$ cat src/rtl/gpio_apb_regs.sv
// APB register block for the GPIO core: pad output/enable registers, 2-flop input
// synchronizer, per-pin edge detection with sticky W1C status and one interrupt line.
module gpio_apb_regs #(
    parameter int GPIO_W = 32,
    parameter int ADDR_W = 8
) (
    input  logic              PCLK,
    input  logic              PRESET,
    input  logic              PSEL,
    input  logic              PENABLE,
    input  logic              PWRITE,
    input  logic [ADDR_W-1:0] PADDR,
    input  logic [31:0]       PWDATA,
    output logic [31:0]       PRDATA,
    output logic              PREADY,
    output logic              PSLVERR,
    input  logic [GPIO_W-1:0] in_pad_i,
    output logic [GPIO_W-1:0] out_pad_o,
    output logic [GPIO_W-1:0] oen_padoe_o,
    output logic              irq_o
);

    typedef enum logic [2:0] {
        A_IN    = 3'd0,
        A_OUT   = 3'd1,
        A_OE    = 3'd2,
        A_INTE  = 3'd3,
        A_PTRIG = 3'd4,
        A_INTS  = 3'd5,
        A_CTRL  = 3'd6,
        A_NONE  = 3'd7
    } reg_sel_e;

    logic [GPIO_W-1:0] r_out, r_oe, r_inte, r_ptrig, r_ints;
    logic [GPIO_W-1:0] r_sync1, r_sync2, r_prev;
    logic              r_ctrl;

    reg_sel_e          w_sel;
    logic              w_mapped, w_wr, w_unused_addr;
    logic [GPIO_W-1:0] w_rise, w_fall, w_event, w_clr;
    logic [31:0]       w_rdata;

    // Low address bits only select bytes within a word and are not decoded.
    assign w_unused_addr = ^PADDR[1:0];

    assign w_sel    = reg_sel_e'(PADDR[4:2]);
    assign w_mapped = (PADDR[ADDR_W-1:5] == '0) && (w_sel != A_NONE);
    assign w_wr     = PSEL && PENABLE && PWRITE && w_mapped;

    assign PREADY   = 1'b1;
    assign PSLVERR  = PSEL && PENABLE && !w_mapped;

    assign w_rise   = r_sync2 & ~r_prev;
    assign w_fall   = ~r_sync2 & r_prev;
    assign w_event  = r_inte & ((r_ptrig & w_rise) | (~r_ptrig & w_fall));
    assign w_clr    = (w_wr && w_sel == A_INTS) ? PWDATA[GPIO_W-1:0] : '0;

    always_comb begin
        w_rdata = '0;
        if (PSEL && !PWRITE && w_mapped) begin
            case (w_sel)
                A_IN:    w_rdata[GPIO_W-1:0] = r_sync2;
                A_OUT:   w_rdata[GPIO_W-1:0] = r_out;
                A_OE:    w_rdata[GPIO_W-1:0] = r_oe;
                A_INTE:  w_rdata[GPIO_W-1:0] = r_inte;
                A_PTRIG: w_rdata[GPIO_W-1:0] = r_ptrig;
                A_INTS:  w_rdata[GPIO_W-1:0] = r_ints;
                A_CTRL:  w_rdata[0]          = r_ctrl;
                default: w_rdata = '0;
            endcase
        end
    end

    assign PRDATA      = w_rdata;
    assign out_pad_o   = r_out;
    assign oen_padoe_o = r_oe;
    assign irq_o       = r_ctrl && (r_ints != '0);

    always_ff @(posedge PCLK or posedge PRESET) begin
        if (PRESET) begin
            r_out   <= '0;
            r_oe    <= '0;
            r_inte  <= '0;
            r_ptrig <= '0;
            r_ints  <= '0;
            r_ctrl  <= 1'b0;
            r_sync1 <= '0;
            r_sync2 <= '0;
            r_prev  <= '0;
        end else begin
            r_sync1 <= in_pad_i;
            r_sync2 <= r_sync1;
            r_prev  <= r_sync2;
            // A new edge event wins over a same-cycle W1C of that bit.
            r_ints  <= w_event | (r_ints & ~w_clr);
            if (w_wr) begin
                case (w_sel)
                    A_OUT:   r_out   <= PWDATA[GPIO_W-1:0];
                    A_OE:    r_oe    <= PWDATA[GPIO_W-1:0];
                    A_INTE:  r_inte  <= PWDATA[GPIO_W-1:0];
                    A_PTRIG: r_ptrig <= PWDATA[GPIO_W-1:0];
                    A_CTRL:  r_ctrl  <= PWDATA[0];
                    default: ;
                endcase
            end
        end
    end

endmodule
$ cat config.mk
export PLATFORM = sky130hd
export DESIGN_NAME = gpio_apb_regs
export DESIGN_NICKNAME = d
export VERILOG_FILES = /design/src/rtl/gpio_apb_regs.sv
export SDC_FILE = /design/constraint.sdc
export NUM_CORES = 1
export LEC_CHECK = 0
export ABC_AREA = 0
export CAP_MARGIN = 0
export CORE_MARGIN = 1
export CORE_UTILIZATION = 54
export CTS_CLUSTER_SIZE = 20
export DETAILED_ROUTE_END_ITERATION = 10
export GPL_ROUTABILITY_DRIVEN = 0
export PLACE_DENSITY = 0.81
export SYNTH_ARGS = -nofsm -noshare
export SYNTH_HDL_FRONTEND = slang
export SYNTH_SLANG_ARGS = --single-unit
$ cat constraint.sdc
create_clock -name PCLK -period 10 [get_ports PCLK]
set_clock_uncertainty 0.2 [all_clocks]
set_input_delay 1 -clock PCLK [delete_from_list [all_inputs] [get_ports PCLK]]
set_output_delay 1 -clock PCLK [all_outputs]
set_load 0.005 [all_outputs]
; Yosys cells after proc, flatten, opt, wreduce, memory -nomap -nowiden
; Cells that the tools add are included.
[op_classes]
n_eq_ne = 7
n_bitwise = 12
n_mux = 4
reduce_logical = 19
[op_table]
columns = op, count
row1 = 32-bit bitwise AND, 6
row2 = 31-bit case mux with 6 select lines, 1
row3 = 32-bit inverter, 4
row4 = 32-bit 2-to-1 mux, 2
row5 = 32-bit bitwise OR, 2
row6 = 32-bit nonzero test, 1
row7 = 2-bit AND reduction, 5
row8 = "3-bit == test, second input constant", 3
row9 = 1-bit logical AND, 9
row10 = 1-bit case mux with 7 select lines, 1
row11 = "3-bit by 2-bit == test with 1-bit output, second input constant", 2
row12 = 3-bit zero test, 2
row13 = "3-bit by 1-bit == test with 1-bit output, second input constant", 1
row14 = "3-bit != test, second input constant", 1
row15 = 1-bit zero test, 2
[word_totals]
reg_bits = 257
elab_cells = 51
input_bits = 77
output_inout_bits = 99

; Longest topological paths before layout
; Gate-level depths: netlist (run 1).
[logic_depth]
word_depth = 8
mapped_depth = 8
mapped_depth_nobuf = 4

; Worst setup path after synthesis (run 1)
; Ideal clock, no wire load.
[synth_timing]
path_type = input to output
startpoint = input PADDR[6]
endpoint = output PRDATA[25]
t_arrival_ps = 2183
required_ps = 8800
stages = 5
setup_slack_ps = 6617
path_cell_list = or3_4 and2b_2 nand3b_1 buf_2 a211oi_1
[synth_via]
elab_chain_cells = 4
[synth_lines]
columns = item, line_no
row1 = from (decl), 12  ; input logic [ADDR_W-1:0] PADDR,
row2 = 3-bit zero test, 47  ; assign w_mapped = (PADDR[ADDR_W-1:5] == '0) && (w_sel != A_NONE);
row3 = 1-bit logical AND, 47
row4 = 1-bit logical AND, 60  ; if (PSEL && !PWRITE && w_mapped) begin
row5 = 32-bit 2-to-1 mux, 60
row6 = to (decl), 14  ; output logic [31:0] PRDATA,
; Every way passes these cells.

; Final worst setup path (run 1)
[layout_timing]
startpoint = input PADDR[3]
endpoint = output PRDATA[9]
[layout_via]
elab_chain_cells = 4
elab_cells_between_ends = 11
classes_between = eq/ne (6) / mux (2) / reduce/logical (3)
[layout_lines]
columns = item, line_no
row1 = branches (longest 3 deep; another with 31-bit case mux with 6 select lines), -
row2 = 32-bit 2-to-1 mux *, 60
; Mark *: on every way between the ends.

==> results of run 1 <==
## sequential cells by signal, summed over array words and instances, names as in the netlist
| name | count |
|---|---|
| oen_padoe_o | 32 |
| out_pad_o | 32 |
| r_inte | 32 |
| r_ints | 32 |
| r_prev | 32 |
| r_ptrig | 32 |
| r_sync1 | 32 |
| r_sync2 | 32 |
| r_ctrl | 1 |
## metrics by stage
step | util, % | worst slack (ns)
3_5_place_dp | 65.1 | 5.11
3_3_place_gp | 65.1 | 5.18
2_1_floorplan | - | 1.73
5_1_grt | 69.7 | 5.01
4_1_cts | 69.7 | 5.11
6_report | 69.7 | 5.06
## path summary, 6_finish.rpt
kind | slack, ns | depth (start not counted) | to | from
min in group asynchronous | 0.81 | 2 | r_sync1[11]$_DFF_PP0_ | PRESET
worst min-delay path | 0.14 | 0 | r_sync2[5]$_DFF_PP0_ | r_sync1[5]$_DFF_PP0_
worst min register to register | 0.14 | 0 | r_sync2[5]$_DFF_PP0_ | r_sync1[5]$_DFF_PP0_
max in group asynchronous | 7.27 | 3 | r_ptrig[27]$_DFFE_PP0P_ | PRESET
worst max-delay path | 5.06 | 7 | PRDATA[9] | PADDR[3]
worst max register to register | 8.81 | 4 | r_ints[14]$_DFF_PP0_ | r_sync2[14]$_DFF_PP0_
## report_power, final
group	leakage [nW]	total [W]	internal (W)	switching, W
registers	3.32	0.00118	0.00112	0.0000682
logic	2.37	0.000238	0.000128	0.000111
clock network	0.449	0.00101	0.000607	0.000400
## kinds of logic (layout without fill, tap and decap cells)
group | after synthesis | count (layout) | synth area share (%)
other | 1 | 1 | 0.0342
flip-flops | 257 | 257 | 58.6
AND/OR/NAND/NOR | 204 | 204 | 8.72
AO/OA/AOI/OAI | 175 | 175 | 10.5
multiplexers | 191 | 191 | 19.2
buffers and inverters | 53 | 238 | 2.94
## metal layers
| metal | global-route usage, % | part of all wire, % | up-vias |
|---|---|---|---|
| li1 | - | - | 3496 |
| met1 | 37.0 | 44 | 3968 |
| met2 | 43.9 | 48 | 264 |
| met3 | 4.50 | 5.7 | 44 |
| met4 | 7.48 | 2.1 | 0 |
| met5 | 0 | 0 | - |
## Yosys cell counts (all sizes together), types with 3 or more instances
master,number
dfrtp,257
mux2,148
nand2,101
nor2,62
a21oi,50
mux2i,42
o21ai,41
buf,37
a22o,34
a211oi,15
a211o,14
a22oi,14
clkbuf,13
nand3b,11
nor4,8
nor4b,4
o211ai,4
inv,3
nand3,3
nor2b,3
nor3,3
## area by class of cell
| cell class | count | share of cell area, % |
|---|---|---|
| clock buffer | 44 | 6.20 |
| clock inverter | 5 | 0.410 |
| inverter | 3 | 0.137 |
| multi-input combinational | 571 | 30.8 |
| sequential | 257 | 46.8 |
| tap | 265 | 2.41 |
| timing repair buffer | 186 | 13.2 |
==> impl_metrics.env, run 1 <==
export IMPL_ys_ff_latch=257
export IMPL_cts_repair_resized=0
export IMPL_cts_buffer_depth=3
export IMPL_worst_setup_path_start_kind="input pin"
export IMPL_slowest_stage="buf_4"
export IMPL_grt_pass1_wl_um=42300
export IMPL_seq_area_frac_synth_pct=58.6
export IMPL_setup_viol=0
export IMPL_period_minus_slack_ns=4.94
export IMPL_mostFrequentLayoutCell="dfrtp_1"
export IMPL_clk_pin_slew_ns=0.05
export IMPL_syn_inst=881
export IMPL_cts_sinks=257
export IMPL_worstPathBufferInverterCount=4
export IMPL_final_area_um2=13700
export IMPL_worstPathArrival_ns=3.74
export IMPL_hp_class="flop to flop"
export IMPL_worst_ep_required_time_ns=8.80
export IMPL_num_rows=51
export IMPL_crit_family="buffers and inverters"
export IMPL_synth_area_um2=11000
export IMPL_ant_nets=0
export IMPL_rsz0062_at_grt="no"
export IMPL_antenna_found_initial=0
export IMPL_p_per_area_nw_per_um2=177
export IMPL_fp_dieW_um=145
export IMPL_multi_input_area_um2=4230
export IMPL_layout_nets=1124
export IMPL_path_cells="buf_2, buf_4, nor2b_2, buf_4, a211oi_1, a211oi_1, clkdlybuf4s50_1"
export IMPL_final_layout_size_suffix_gt1_share_pct=20.0
export IMPL_synth_warnings=0
export IMPL_synth_distinct_cells=40
export IMPL_drt_total_wl_um=26900
export IMPL_drtPass1Iterations=5
export IMPL_numCtsBuffers=28
export IMPL_worst_path_max_fanout=64
export IMPL_ys_flop_type="dfrtp_1"
export IMPL_yosysTopAreaCell="dfrtp_1"
export IMPL_whs_ns=0.145
export IMPL_port_buffers=172
export IMPL_power_total_w=0.00243
export IMPL_core_area_um2=19700
export IMPL_h_tree_depth=1
export IMPL_root_buffer="clkbuf_16"
export IMPL_ys_async_sr_fraction_pct=100
export IMPL_track_usage_pct=26.8
export IMPL_max_cap_viol_count=0
export IMPL_tritoncts="yes"
export IMPL_grt_pass1_vias=7666
export IMPL_clk_latency_ns=0.54
export IMPL_syn_nets=958
export IMPL_globalRouteOverflowTotal=0
export IMPL_die_area_um2=20900
export IMPL_routed_via_count=7772
export IMPL_max_slew_worst_pin_slew_ns=1.07
export IMPL_avgSynthCellArea_um2=12.5
export IMPL_antennaDiodeCount=0
export IMPL_finalNonFillerCells=1331
export IMPL_post_drt_wl_per_cell_um=20.2
export IMPL_cp_end_kind="output port"
export IMPL_vias_per_cell=5.84
export IMPL_finalSetupTns_ns=0
export IMPL_drc=0
export IMPL_synth_top_area_share_pct=58.6
export IMPL_layout_common_cells="dfrtp_1 (257), clkdlybuf4s50_1 (169), mux2_2 (142)"
export IMPL_p_leak_nw=6.14
export IMPL_yosys_top_cells_area="dfrtp_1 (59%), mux2_2 (15%), mux2i_1 (3.8%)"
export IMPL_slew_headroom_pct=28.3
export IMPL_hpwl_um=16900
export IMPL_fin_crit_sh_pct=49.4
export IMPL_cts_setup_buffers=0
export IMPL_io_pins=176
export IMPL_holdBufCountCts=0
export IMPL_drt_iter0_drc=531
export IMPL_grt_start_max_net_pins=123
export IMPL_placed_cells=1282
export IMPL_die_y_um=145
export IMPL_start_util_pct=55.7
export IMPL_timing_fmax_mhz=202
export IMPL_status="finished, final reports clean"
export IMPL_syn_to_final_growth_pct=25.2
export IMPL_path_class="input pin to output port"
export IMPL_ff_latch_area_um2=6430
export IMPL_dpl_cell_area_um2=12800
export IMPL_nFillCells=1415
export IMPL_maxSlewViolCount=0
export IMPL_final_hold_violation_count=0
export IMPL_synth_edff_count=0
export IMPL_cp_slowest_stage_delay_ns=0.59
export IMPL_peakVddDrop_uv=122
(Power assumes the default switching activity.)
==> run 2, diff against run 1 <==
==> constraint.sdc (replaced) <==
create_clock -name PCLK -period 4.99 [get_ports PCLK]
set_clock_uncertainty 0.2 [all_clocks]
set_input_delay 0.499 -clock PCLK [delete_from_list [all_inputs] [get_ports PCLK]]
set_output_delay 0.499 -clock PCLK [all_outputs]
set_load 0.005 [all_outputs]
==> impl_metrics.env, run 2 (synthesis gave the netlist of run 1 again) <==
export IMPL_max_slew_worst_pin_slew_ns=1.06
export IMPL_die_area_um2=20900
export IMPL_whs_ns=0.144
export IMPL_drc=0
export IMPL_path_cells="buf_2, nand2b_1, nor3b_1, a21oi_1, a21oi_1, clkdlybuf4s50_1"
export IMPL_fp_dieW_um=145
export IMPL_ff_latch_area_um2=6430
export IMPL_vias_per_cell=5.79
export IMPL_cts_repair_resized=0
export IMPL_p_int_w=0.00371
export IMPL_io_pins=176
export IMPL_path_class="input pin to output port"
export IMPL_post_drt_wl_per_cell_um=20.2
export IMPL_worst_ep_required_time_ns=4.29
export IMPL_rsz0062_at_grt="no"
export IMPL_cts_sinks=257
export IMPL_drt_iter0_drc=518
export IMPL_worstPathArrival_ns=3.08
export IMPL_hp_class="flop to flop"
export IMPL_timing_fmax_mhz=264
export IMPL_track_usage_pct=26.5
export IMPL_worst_path_max_fanout=42
export IMPL_layout_nets=1127
export IMPL_crit_end="PRDATA[30]"
export IMPL_period_minus_slack_ns=3.78
export IMPL_peakVddDrop_uv=232
export IMPL_setup_viol=0
export IMPL_antenna_found_initial=0
export IMPL_maxSlewViolCount=0
export IMPL_cts_setup_buffers=0
export IMPL_cp_depth=6
export IMPL_routed_via_count=7723
export IMPL_grt_start_max_net_pins=172
export IMPL_power_switching_w=0.00115
export IMPL_slew_headroom_pct=29.1
export IMPL_drt_total_wl_um=27000
export IMPL_pwr_share_comb_pct=10.0
export IMPL_p_per_area_nw_per_um2=353
export IMPL_final_layout_size_suffix_gt1_share_pct=20.3
export IMPL_status="finished, final reports clean"
export IMPL_cts_buffer_depth=3
export IMPL_ant_nets=0
export IMPL_globalRouteOverflowTotal=0
export IMPL_max_cap_viol_count=0
export IMPL_reg2reg_setup_slack_ns=3.81
export IMPL_top_layer="met4"
export IMPL_h_tree_depth=1
export IMPL_nFillCells=1400
export IMPL_r2r_end="r_ints[14]$_DFF_PP0_"
export IMPL_swShare_pct=23.7
export IMPL_r2r_cells=4
export IMPL_syn_to_final_growth_pct=25.6
export IMPL_crit_family="buffers and inverters"
export IMPL_seq_power_share_pct=48.8
export IMPL_grt_pass1_vias=7628
export IMPL_port_buffers=172
export IMPL_fin_crit_sh_pct=75.8
export IMPL_wl_met2_um=13200
export IMPL_hpwl_um=17300
export IMPL_mostFrequentLayoutCell="dfrtp_1"
export IMPL_layout_common_cells="dfrtp_1 (257), clkdlybuf4s50_1 (169), mux2_2 (142)"
export IMPL_worstPathBufferInverterCount=2
export IMPL_root_buffer="clkbuf_16"
export IMPL_cp_common_cell="a21oi_1"
export IMPL_die_y_um=145
export IMPL_multi_input_area_um2=4230
export IMPL_finalSetupTns_ns=0
export IMPL_p_clk_share_pct=41.2
export IMPL_cp_startpoint="PADDR[2]"
export IMPL_clk_pin_slew_ns=0.06
export IMPL_drtPass1Iterations=5
export IMPL_grt_pass1_wl_um=41900
export IMPL_numCtsBuffers=27
export IMPL_core_area_um2=19700
export IMPL_met1Wirelength_um=11700
export IMPL_final_hold_violation_count=0
export IMPL_cp_end_kind="output port"
export IMPL_worst_setup_path_start_kind="input pin"
export IMPL_start_util_pct=55.7
export IMPL_num_rows=51
export IMPL_clk_latency_ns=0.53
export IMPL_rr_startpoint="r_sync2[14]$_DFF_PP0_"
export IMPL_tritoncts="yes"
export IMPL_cp_slowest_stage_delay_ns=0.70
export IMPL_slowest_stage="buf_2"
export IMPL_p_leak_nw=6.15
export IMPL_wl_met3_um=1600
export IMPL_holdBufCountCts=0
run 2: metal layers:
layer | track usage, % | vias up
met1 | 36.7 | 3929
met2 | 44.2 | 251
met5 | 0 | -
met4 | 6.65 | 0
met3 | 3.84 | 39
li1 | - | 3504
run 2: power by group through the flow:
stage | clock network, W | logic, W | registers [W]
after global routing | 0.00212 | 0.000530 | 0.00239
after global placement | 0 | 0.000474 | 0.00240
after floorplan | 0 | 0.000286 | 0.00236
after detailed placement | 0 | 0.000486 | 0.00241
after CTS | 0.00204 | 0.000490 | 0.00237
final | 0.00200 | 0.000485 | 0.00237
run 2: worst min-delay path by stage:
stage	to	from	cells after the start
6_report	r_sync2[5]$_DFF_PP0_	r_sync1[5]$_DFF_PP0_	0
3_3_place_gp	r_sync2[25]$_DFF_PP0_	r_sync1[25]$_DFF_PP0_	0
2_1_floorplan	r_sync2[0]$_DFF_PP0_	r_sync1[0]$_DFF_PP0_	0
4_1_cts	r_sync2[5]$_DFF_PP0_	r_sync1[5]$_DFF_PP0_	0
5_1_grt	r_sync2[10]$_DFF_PP0_	r_sync1[10]$_DFF_PP0_	0
3_5_place_dp	r_sync2[15]$_DFF_PP0_	r_sync1[15]$_DFF_PP0_	0
run 2: layout make-up:
class | count | share of cell area (%)
clock buffer | 42 | 5.89
inverter | 3 | 0.109
sequential | 257 | 46.7
multi-input combinational | 571 | 30.7
clock inverter | 6 | 0.635
tap | 265 | 2.41
timing repair buffer | 190 | 13.6
antenna | 1 | 0.0182
run 2: per-stage QoR:
step | area [µm²] | std cells | utilization [%] | worst slack (ns) | total power (W)
global route | 13800 | 1334 | 69.9 | 1.07 | 0.00504
detailed placement | 12900 | 1286 | 65.3 | 1.24 | 0.00289
CTS | 13800 | 1334 | 69.9 | 1.21 | 0.00490
floorplan | 11000 | 881 | - | 0.905 | 0.00265
global placement | 12900 | 1286 | 65.3 | 1.25 | 0.00287
finish | 13800 | 1335 | 69.9 | 1.21 | 0.00486
